### src/rtl/ringbuf_arbiter.sv
// ringbuf_arbiter: round-robin write arbiter in front of a shared ring buffer.
// It picks one of NREQ write requesters each cycle, strobes the buffer
// write/read ports and tracks occupancy. A small RUN / DRAIN / FLUSH controller
// can stop intake until the buffer empties, or discard the buffer contents
// and reset the buffer.
module ringbuf_arbiter #(
   parameter int WIDTH = 4,
   parameter int SIZE  = 20,
   parameter int NREQ  = 4
) (
   input  logic                        i_clk,
   input  logic                        i_rst,
   input  logic [NREQ-1:0]             i_req,
   input  logic [NREQ*WIDTH-1:0]       i_data,
   output logic [NREQ-1:0]             o_gnt,
   output logic                        o_we,
   output logic [WIDTH-1:0]            o_wdata,
   input  logic                        i_pop,
   output logic                        o_re,
   input  logic                        i_flush,
   input  logic                        i_drain,
   output logic                        o_buf_rst_n,
   output logic [$clog2(SIZE+1)-1:0]   o_count,
   output logic                        o_full,
   output logic                        o_empty,
   output logic                        o_drained
);

   localparam int PW = $clog2(NREQ);
   localparam int CW = $clog2(SIZE+1);
   localparam logic [NREQ-1:0] ONE_N = NREQ'(1);

   typedef enum logic [1:0] {
      ST_RUN   = 2'd0,
      ST_DRAIN = 2'd1,
      ST_FLUSH = 2'd2
   } state_t;

   state_t            state_reg;
   logic [PW-1:0]     ptr_reg;
   logic [PW-1:0]     ptr_next;
   logic [CW-1:0]     count_reg;
   logic              buf_rst_n_reg;

   logic              write_ok;
   logic [2*NREQ-1:0] req_dbl;
   logic [NREQ-1:0]   req_rot;
   logic [NREQ-1:0]   pick_rot;
   logic [2*NREQ-1:0] gnt_dbl;
   logic [NREQ-1:0]   gnt;
   logic [PW-1:0]     gnt_idx;
   logic [WIDTH-1:0]  data_masked [NREQ];
   logic [WIDTH-1:0]  wdata;

   // Occupancy flags come straight from the counter.
   assign o_full  = (count_reg == CW'(SIZE));
   assign o_empty = (count_reg == '0);

   // A pop on an empty buffer or during the flush cycle is dropped.
   assign o_re = i_pop & ~o_empty & (state_reg != ST_FLUSH);

   // A write fits if there is room, or if a simultaneous read frees a slot.
   assign write_ok = (state_reg == ST_RUN) & (~o_full | o_re);

   // Rotate the request vector so that the requester at ptr lands on bit 0.
   // Duplicating the vector makes the rotation a plain shift for any NREQ,
   // including non-powers of two.
   assign req_dbl = {i_req, i_req};
   assign req_rot = NREQ'(req_dbl >> ptr_reg);

   // Lowest set bit of the rotated vector = highest-priority requester.
   assign pick_rot = req_rot & (~req_rot + ONE_N);

   // Rotate the one-hot pick back and fold the wrapped half onto the low half.
   assign gnt_dbl = {{NREQ{1'b0}}, pick_rot} << ptr_reg;
   assign gnt     = write_ok ? (gnt_dbl[NREQ-1:0] | gnt_dbl[2*NREQ-1:NREQ]) : '0;

   // Binary index of the granted requester, used to advance the pointer.
   always_comb begin
      gnt_idx = '0;
      for (int i = 0; i < NREQ; i++) begin
         if (gnt[i]) begin
            gnt_idx = PW'(i);
         end
      end
   end

   // The requester after the winner gets top priority next time.
   assign ptr_next = (gnt_idx == PW'(NREQ-1)) ? '0 : gnt_idx + PW'(1);

   // Per-requester payload gating; only the granted slot passes its data.
   genvar gi;
   generate
      for (gi = 0; gi < NREQ; gi++) begin : g_mask
         assign data_masked[gi] = gnt[gi] ? i_data[gi*WIDTH +: WIDTH] : '0;
      end
   endgenerate

   // OR the gated payloads together; the result is all zeros when nothing is granted.
   always_comb begin
      wdata = '0;
      for (int i = 0; i < NREQ; i++) begin
         wdata = wdata | data_masked[i];
      end
   end

   assign o_gnt       = gnt;
   assign o_we        = |gnt;
   assign o_wdata     = wdata;
   assign o_count     = count_reg;
   assign o_buf_rst_n = buf_rst_n_reg;
   assign o_drained   = (state_reg == ST_DRAIN) & o_empty;

   // Control FSM plus the registered buffer reset, which is held low for the
   // cycle after a reset edge and for the cycle after the flush cycle.
   always_ff @(posedge i_clk) begin
      if (i_rst) begin
         state_reg     <= ST_RUN;
         buf_rst_n_reg <= 1'b0;
      end else begin
         buf_rst_n_reg <= (state_reg != ST_FLUSH);
         case (state_reg)
            ST_RUN: begin
               if (i_flush) begin
                  state_reg <= ST_FLUSH;
               end else if (i_drain) begin
                  state_reg <= ST_DRAIN;
               end
            end
            ST_DRAIN: begin
               if (i_flush) begin
                  state_reg <= ST_FLUSH;
               end else if (!i_drain) begin
                  state_reg <= ST_RUN;
               end
            end
            ST_FLUSH: begin
               state_reg <= ST_RUN;
            end
            default: begin
               state_reg <= ST_RUN;
            end
         endcase
      end
   end

   // Occupancy counter and priority pointer; both return to zero when the flush cycle ends.
   always_ff @(posedge i_clk) begin
      if (i_rst) begin
         count_reg <= '0;
         ptr_reg   <= '0;
      end else if (state_reg == ST_FLUSH) begin
         count_reg <= '0;
         ptr_reg   <= '0;
      end else begin
         if (o_we && !o_re) begin
            count_reg <= count_reg + CW'(1);
         end else if (o_re && !o_we) begin
            count_reg <= count_reg - CW'(1);
         end
         if (o_we) begin
            ptr_reg <= ptr_next;
         end
      end
   end

endmodule

### config.mk
export PLATFORM = sky130hd
export DESIGN_NAME = ringbuf_arbiter
export DESIGN_NICKNAME = d
export VERILOG_FILES = /design/src/rtl/ringbuf_arbiter.sv
export SDC_FILE = /design/constraint.sdc
export NUM_CORES = 1
export LEC_CHECK = 0
export ABC_AREA = 1
export ABC_CLOCK_PERIOD_IN_PS = 2950
export CORE_AREA = 2 2 52 54
export CTS_BUF_LIST = sky130_fd_sc_hd__clkbuf_8
export DETAILED_ROUTE_END_ITERATION = 16
export DIE_AREA = 0 0 54 56
export GPL_TIMING_DRIVEN = 0
export PLACE_DENSITY = 0.85
export SYNTH_ARGS = -nofsm -noshare
export SYNTH_HDL_FRONTEND = slang
export SYNTH_SLANG_ARGS = --single-unit
### constraint.sdc
create_clock -name i_clk -period 2.95 [get_ports i_clk]
set_input_delay 0.4425 -clock i_clk [delete_from_list [all_inputs] [get_ports i_clk]]
set_output_delay 0.4425 -clock i_clk [all_outputs]
set_load 0.03 [all_outputs]
== Word-level counts from Yosys, hierarchy flattened ==
Index checks and enable logic that the tools add are counted.

* Bits in registers: 10
* Latch bits: 0
* Bits in writable memories: 0
* Bits in read-only memories: 0
* Bits of input ports: 25
* Output and inout port bits: 19
* Logic and storage cells: 56
* Memories: 0

* Add/subtract/negate cells: 4
* Multipliers: 0
* Divide/modulo/power cells: 0
* Order comparisons: 0
* Eq/ne operators: 7
* Shift operators: 2
* Multiplexer cells: 16
* Bitwise gates (word level): 13
* Reductions and logical operators: 10

{| class="wikitable"
|+ Operators with widths
! kind !! number
|-
| 4-bit two-way mux || 5
|-
| 4-bit OR || 4
|-
| 2-bit two-way mux || 7
|-
| 5-bit two-way mux || 2
|-
| 4-bit by 2-bit left shift with 8-bit output || 1
|-
| 8-bit by 2-bit >> shifter with 4-bit output || 1
|-
| 3-bit != test, second input constant || 2
|-
| 5-bit by 1-bit adder with 5-bit output, second input constant || 1
|-
| 5-bit equality test, second input constant || 1
|-
| 5-bit zero test || 1
|-
| 5-bit by 1-bit subtractor with 5-bit output, second input constant || 1
|-
| 4-bit by 1-bit adder with 4-bit output, second input constant || 1
|-
| 1-bit AND || 4
|-
| 4-bit AND || 1
|-
| 2-bit equality test, second input constant || 2
|-
| 4-bit inverter || 1
|-
| 2-bit one-hot mux with 2 select lines || 1
|-
| 4-bit OR reduction || 1
|-
| 2-bit by 1-bit adder with 2-bit output, second input constant || 1
|-
| 2-bit by 1-bit equality test with 1-bit output, second input constant || 1
|-
| 1-bit logical AND || 2
|-
| 1-bit zero test || 2
|-
| 2-bit zero test || 1
|-
| 2-bit != test, second input constant || 1
|-
| other kinds (6) || 7
|}

== Logic depth before layout (Yosys ltp) ==
* Word-level depth: 12
* Mapped depth: 22
* Mapped depth without buffers: 21

== Worst setup path before layout ==
Ideal clock, no wire load.

* Kind: reg2reg
* Start: register count_reg[1], in the netlist o_count[1]
* End: register count_reg[3], in the netlist o_count[3]
* Arrival: 2781 ps
* Required time: 2835 ps
* Path slack: 53 ps
* Stages on the path, launching flop included: 14
* Buffers on the path: 0
* Clock period less this slack: 2897 ps
* Path through: dfxtp_1 nor2_1 nand2_1 nor3_1 inv_1 nand3_1 ha_1 inv_1 ha_1 a21o_1 a31oi_1 xnor2_1 o21ai_0 inv_1

* Word-level cells in the longest chain between the ends: 11
* Elaborated cells on any way between the ends: 19
* Classes of those cells: add/sub (2); eq/ne (1); mux (3); bitwise (6); reduce/logical (7)

{| class="wikitable"
|+ RTL lines
! element !! RTL line !! text
|-
| from (decl) || 42 || <nowiki>logic [CW-1:0] count_reg;</nowiki>
|-
| from (signal assigned) || 157 || <nowiki>count_reg <= count_reg + CW'(1);</nowiki>
|-
| from (signal assigned) || 159 || <nowiki>count_reg <= count_reg - CW'(1);</nowiki>
|-
| 5-bit zero test * || 57 || <nowiki>assign o_empty = (count_reg == '0);</nowiki>
|-
| via o_empty || 25 || <nowiki>output logic o_empty,</nowiki>
|-
| 1-bit inverter * || 60 || <nowiki>assign o_re = i_pop & ~o_empty & (state_reg != ST_FLUSH);</nowiki>
|-
| 1-bit AND * (2 in a row) || 60 ||
|-
| 1-bit OR || 63 || <nowiki>assign write_ok = (state_reg == ST_RUN) & (~o_full | o_re);</nowiki>
|-
| 1-bit AND || 63 ||
|-
| 4-bit two-way mux || 76 || <nowiki>assign gnt = write_ok ? (gnt_dbl[NREQ-1:0] | gnt_dbl[2*NREQ-1:NREQ]) : '0;</nowiki>
|-
| 4-bit OR reduction || 108 || <nowiki>assign o_we = |gnt;</nowiki>
|-
| 1-bit zero test || 158 || <nowiki>end else if (o_re && !o_we) begin</nowiki>
|-
| 1-bit logical AND || 158 ||
|-
| 2-bit nonzero test (no source line) || n/a ||
|}

The timed path passes the listed nets; every way through them passes the cells marked *. The select of a mux whose other input is x is not followed.
A chain may end at the register's enable or synchronous reset.

== Worst setup path in the final report ==
* Start: register ptr_reg[1]
* End: output port o_gnt[2]

* Word-level cells in the longest chain between the ends: 7

{| class="wikitable"
|+ RTL lines
! element !! RTL line !! text
|-
| from (decl) || 40 || <nowiki>logic [PW-1:0] ptr_reg;</nowiki>
|-
| from (signal assigned) || 162 || <nowiki>ptr_reg <= ptr_next;</nowiki>
|-
| 8-bit by 2-bit >> shifter with 4-bit output || 69 || <nowiki>assign req_rot = NREQ'(req_dbl >> ptr_reg);</nowiki>
|-
| 4-bit inverter || 72 || <nowiki>assign pick_rot = req_rot & (~req_rot + ONE_N);</nowiki>
|-
| 4-bit by 1-bit adder with 4-bit output || 72 ||
|-
| 4-bit AND || 72 ||
|-
| 4-bit by 2-bit left shift with 8-bit output * || 75 || <nowiki>assign gnt_dbl = {{NREQ{1'b0}}, pick_rot} << ptr_reg;</nowiki>
|-
| 4-bit OR * || 76 ||
|-
| 4-bit two-way mux * || 76 ||
|-
| to (decl) || 15 || <nowiki>output logic [NREQ-1:0] o_gnt,</nowiki>
|}

Mark *: on every way between the ends. The rest lies on a longest branch, timed or not.

==> flow_metrics.tcl <==
set metrics [dict create \
    status "finished clean" \
    hpwl_um 1936 \
    leakage_uw 0.0008094 \
    cp-start-kind "flip-flop" \
    routabilityCongestion 0.8133 \
    whs_ns 0.5188 \
    pre_cts_ws_ns -0.3948 \
    vias 1157 \
    clock_path_buffers 2 \
    ys.flop_type "dfxtp_1" \
    syn-num-nets 189 \
    worst_pin_slew_ns 0.3156 \
    ff2ff_path_depth 19 \
    period_needed_ns 2.725 \
    arrival_ns 2.28 \
    largest_register_ffs 5 \
    n_antenna_cell 0 \
    antenna_found_initial 0 \
    synth_top_area_share_pct 19.61 \
    grt_pass1_wl_um 4064 \
    core_mm2 0.002432 \
    synth_most_common_cell "nand2_1" \
    critPathSlowestCell "clkdlybuf4s50_1" \
    ys_types 25 \
    hold_viol 0 \
    synth_seq_cells 10 \
    areaGrowthSynthToFinish_pct 57.97 \
    dieArea_mm2 0.003024 \
    start_util_pct 41.98 \
    synth-edff-count 0 \
    die_h_um 56 \
    fin_crit_sh_pct 92.36 \
    grt_overflow 0 \
    worstPathMaxFanout 10 \
    final.setup.worst_slack_ns 0.2253 \
    boundaryPins 44 \
    grt_use_total_pct 17.21 \
    syn-mean-instance-area_um2 6.421 \
    route.detailed.vias_per_inst 4.903 \
    slew_headroom_pct 78.89 \
    hold_class "flip-flop to flip-flop" \
    die_w_um 54 \
    crit_chain "buf_6, inv_2, nand3_2, nand2_4, nand2_4, nor2_4, nand2_1, nand3_1, nand3_2, clkinv_2, clkdlybuf4s50_1" \
    netlist_area_mm2 0.001021 \
    clkTransAtPathRegs_ns 0.05 \
    drt-pass1-iter-count 4 \
    max_freq_mhz 367.0 \
    drive_gt1_share_pct 23.30 \
    end_kind "output port" \
    cts_buffers 3 \
    ys_async_sr_fraction_pct 0 \
    maxCapViolCount 0 \
    skew_ns 0.0003905 \
    required_ns 2.51 \
    antenna_left 0 \
    insertion_delay_ns 0.23 \
    synth_area_leaders "dfxtp_1 20%, nand2_1 18%, nand3_2 12%, inv_1 7.4%, nand3_1 5.4%" \
    num-nets-final 238 \
    synth_top_area_cell "dfxtp_1" \
    cts_root_buf "clkbuf_8" \
    rsz0062_at_grt "no" \
    port_buffers 43 \
    ir_worst_vdd_v 0.0008354 \
    slew_violations 0 \
    cts_hold_buf 0 \
    h-tree-depth 1 \
    cts_tree "built" \
    drt_iter0_markers 26 \
    holdPathStages 1 \
    nFillCells 216 \
    finalSetupViolCount 0 \
    powerDensity_mw_per_mm2 1138 \
    synth_common_cells "49 x nand2_1, 20 x inv_1, 12 x nand3_2" \
    grt_pass1_vias 1012 \
    cpPeakStageDelay_ns 0.68 \
    drt-total-wl_um 2486 \
    ys_warn_count 0 \
    cts.sinks 10 \
    worstSetupPathType "flip-flop to output port" \
    rows 18 \
    synthCells 159 \
    route.detailed.drc 0 \
    grt_max_degree 11 \
    synth.yosys.seq_area_share_pct 19.61 \
    wl_per_cell_um 10.53 \
]
-- worst paths after layout --
check                            start                         to  slack [ns]
max reg2reg    ptr_reg[1]$_SDFFE_PP0N_    o_count[4]$_SDFFE_PP0P_        0.26
min          state_reg[1]$_SDFFE_PP0P_  state_reg[1]$_SDFFE_PP0P_        0.52
min reg2reg  state_reg[1]$_SDFFE_PP0P_  state_reg[1]$_SDFFE_PP0P_        0.52
max            ptr_reg[1]$_SDFFE_PP0N_                   o_gnt[2]        0.23
-- area by class of cell --
type | instances | area [µm²] | area share [%]
repair buffers | 44 | 441.7 | 27.39
plain buffers | 2 | 22.52 | 1.396
flip-flops and latches | 10 | 200.2 | 12.41
well taps | 30 | 37.54 | 2.327
clock buffers | 3 | 41.29 | 2.560
multi-input cells | 121 | 760.7 | 47.17
inverters | 26 | 108.9 | 6.749
-- metal layers --
metal | global-route usage (%) | share of wire [%] | vias to the layer above
met3 | 2.688 | 5.3 | 5
li1 | - | - | 608
met1 | 23.48 | 48 | 504
met5 | 0 | 0 | -
met2 | 27.18 | 45 | 40
met4 | 5.357 | 1.4 | 0
-- where the power goes --
group | total, µW | leakage [µW] | internal (µW) | switching, µW
clock network | 140 | 0.0000216 | 89.2 | 51.3
logic | 1480 | 0.000705 | 611 | 872
registers | 213 | 0.0000827 | 171 | 41.9
total | 1840 | 0.000809 | 871 | 965
-- kinds of logic after synthesis --
logic type               synth area share (%)
AO/OA/AOI/OAI                           8.577
XOR/XNOR                                3.432
adder cells (fa/ha/maj)                 6.863
buffers and inverters                   12.62
flip-flops                              19.61
AND/OR/NAND/NOR                         48.90
-- timing repair --
action	in CTS	in global routing
gates resized for setup	11	15
gates cloned	0	0
endpoints found under the setup margin	7	10
pin swaps	0	8
buffers inserted	0	1
-- metrics by stage --
step / total power (µW) / area, µm² / instances / TNS (ns) / utilization (%)
after floorplan: 1170 / 1021 / 159 / 0 / -
after global placement: 1546 / 1489 / 232 / -0.8725 / 61.21
after detailed placement: 1570 / 1489 / 232 / -1.090 / 61.21
after CTS: 1764 / 1560 / 235 / -0.04488 / 64.15
after global routing: 2004 / 1613 / 236 / 0 / 66.31
final: 1836 / 1613 / 236 / 0 / 66.31
-- cell usage in the layout (no fill, tap or decap), types with 3 or more instances in the layout --
cell and instances:
inv_2 3, dlymetal6s2s_1 4, a21oi_1 8, inv_1 18, clkinv_2 3, nor3_1 4
nand2_1 45, ha_4 3, nand3_2 12, nand2_2 11, clkbuf_8 3, clkdlybuf4s50_1 34
dlygate4sd2_1 5, nand4_1 4, dfxtp_1 10, nor2_1 3, nand3_1 11
-- worst max-delay path: cells and delay by family (launching register included) --
family | cells | cell delay [ns]
flip-flops | 1 | 0.30
AND/OR/NAND/NOR | 7 | 0.66
buffers and inverters | 4 | 1.08
Note: power is estimated with default switching activity, not from simulation.
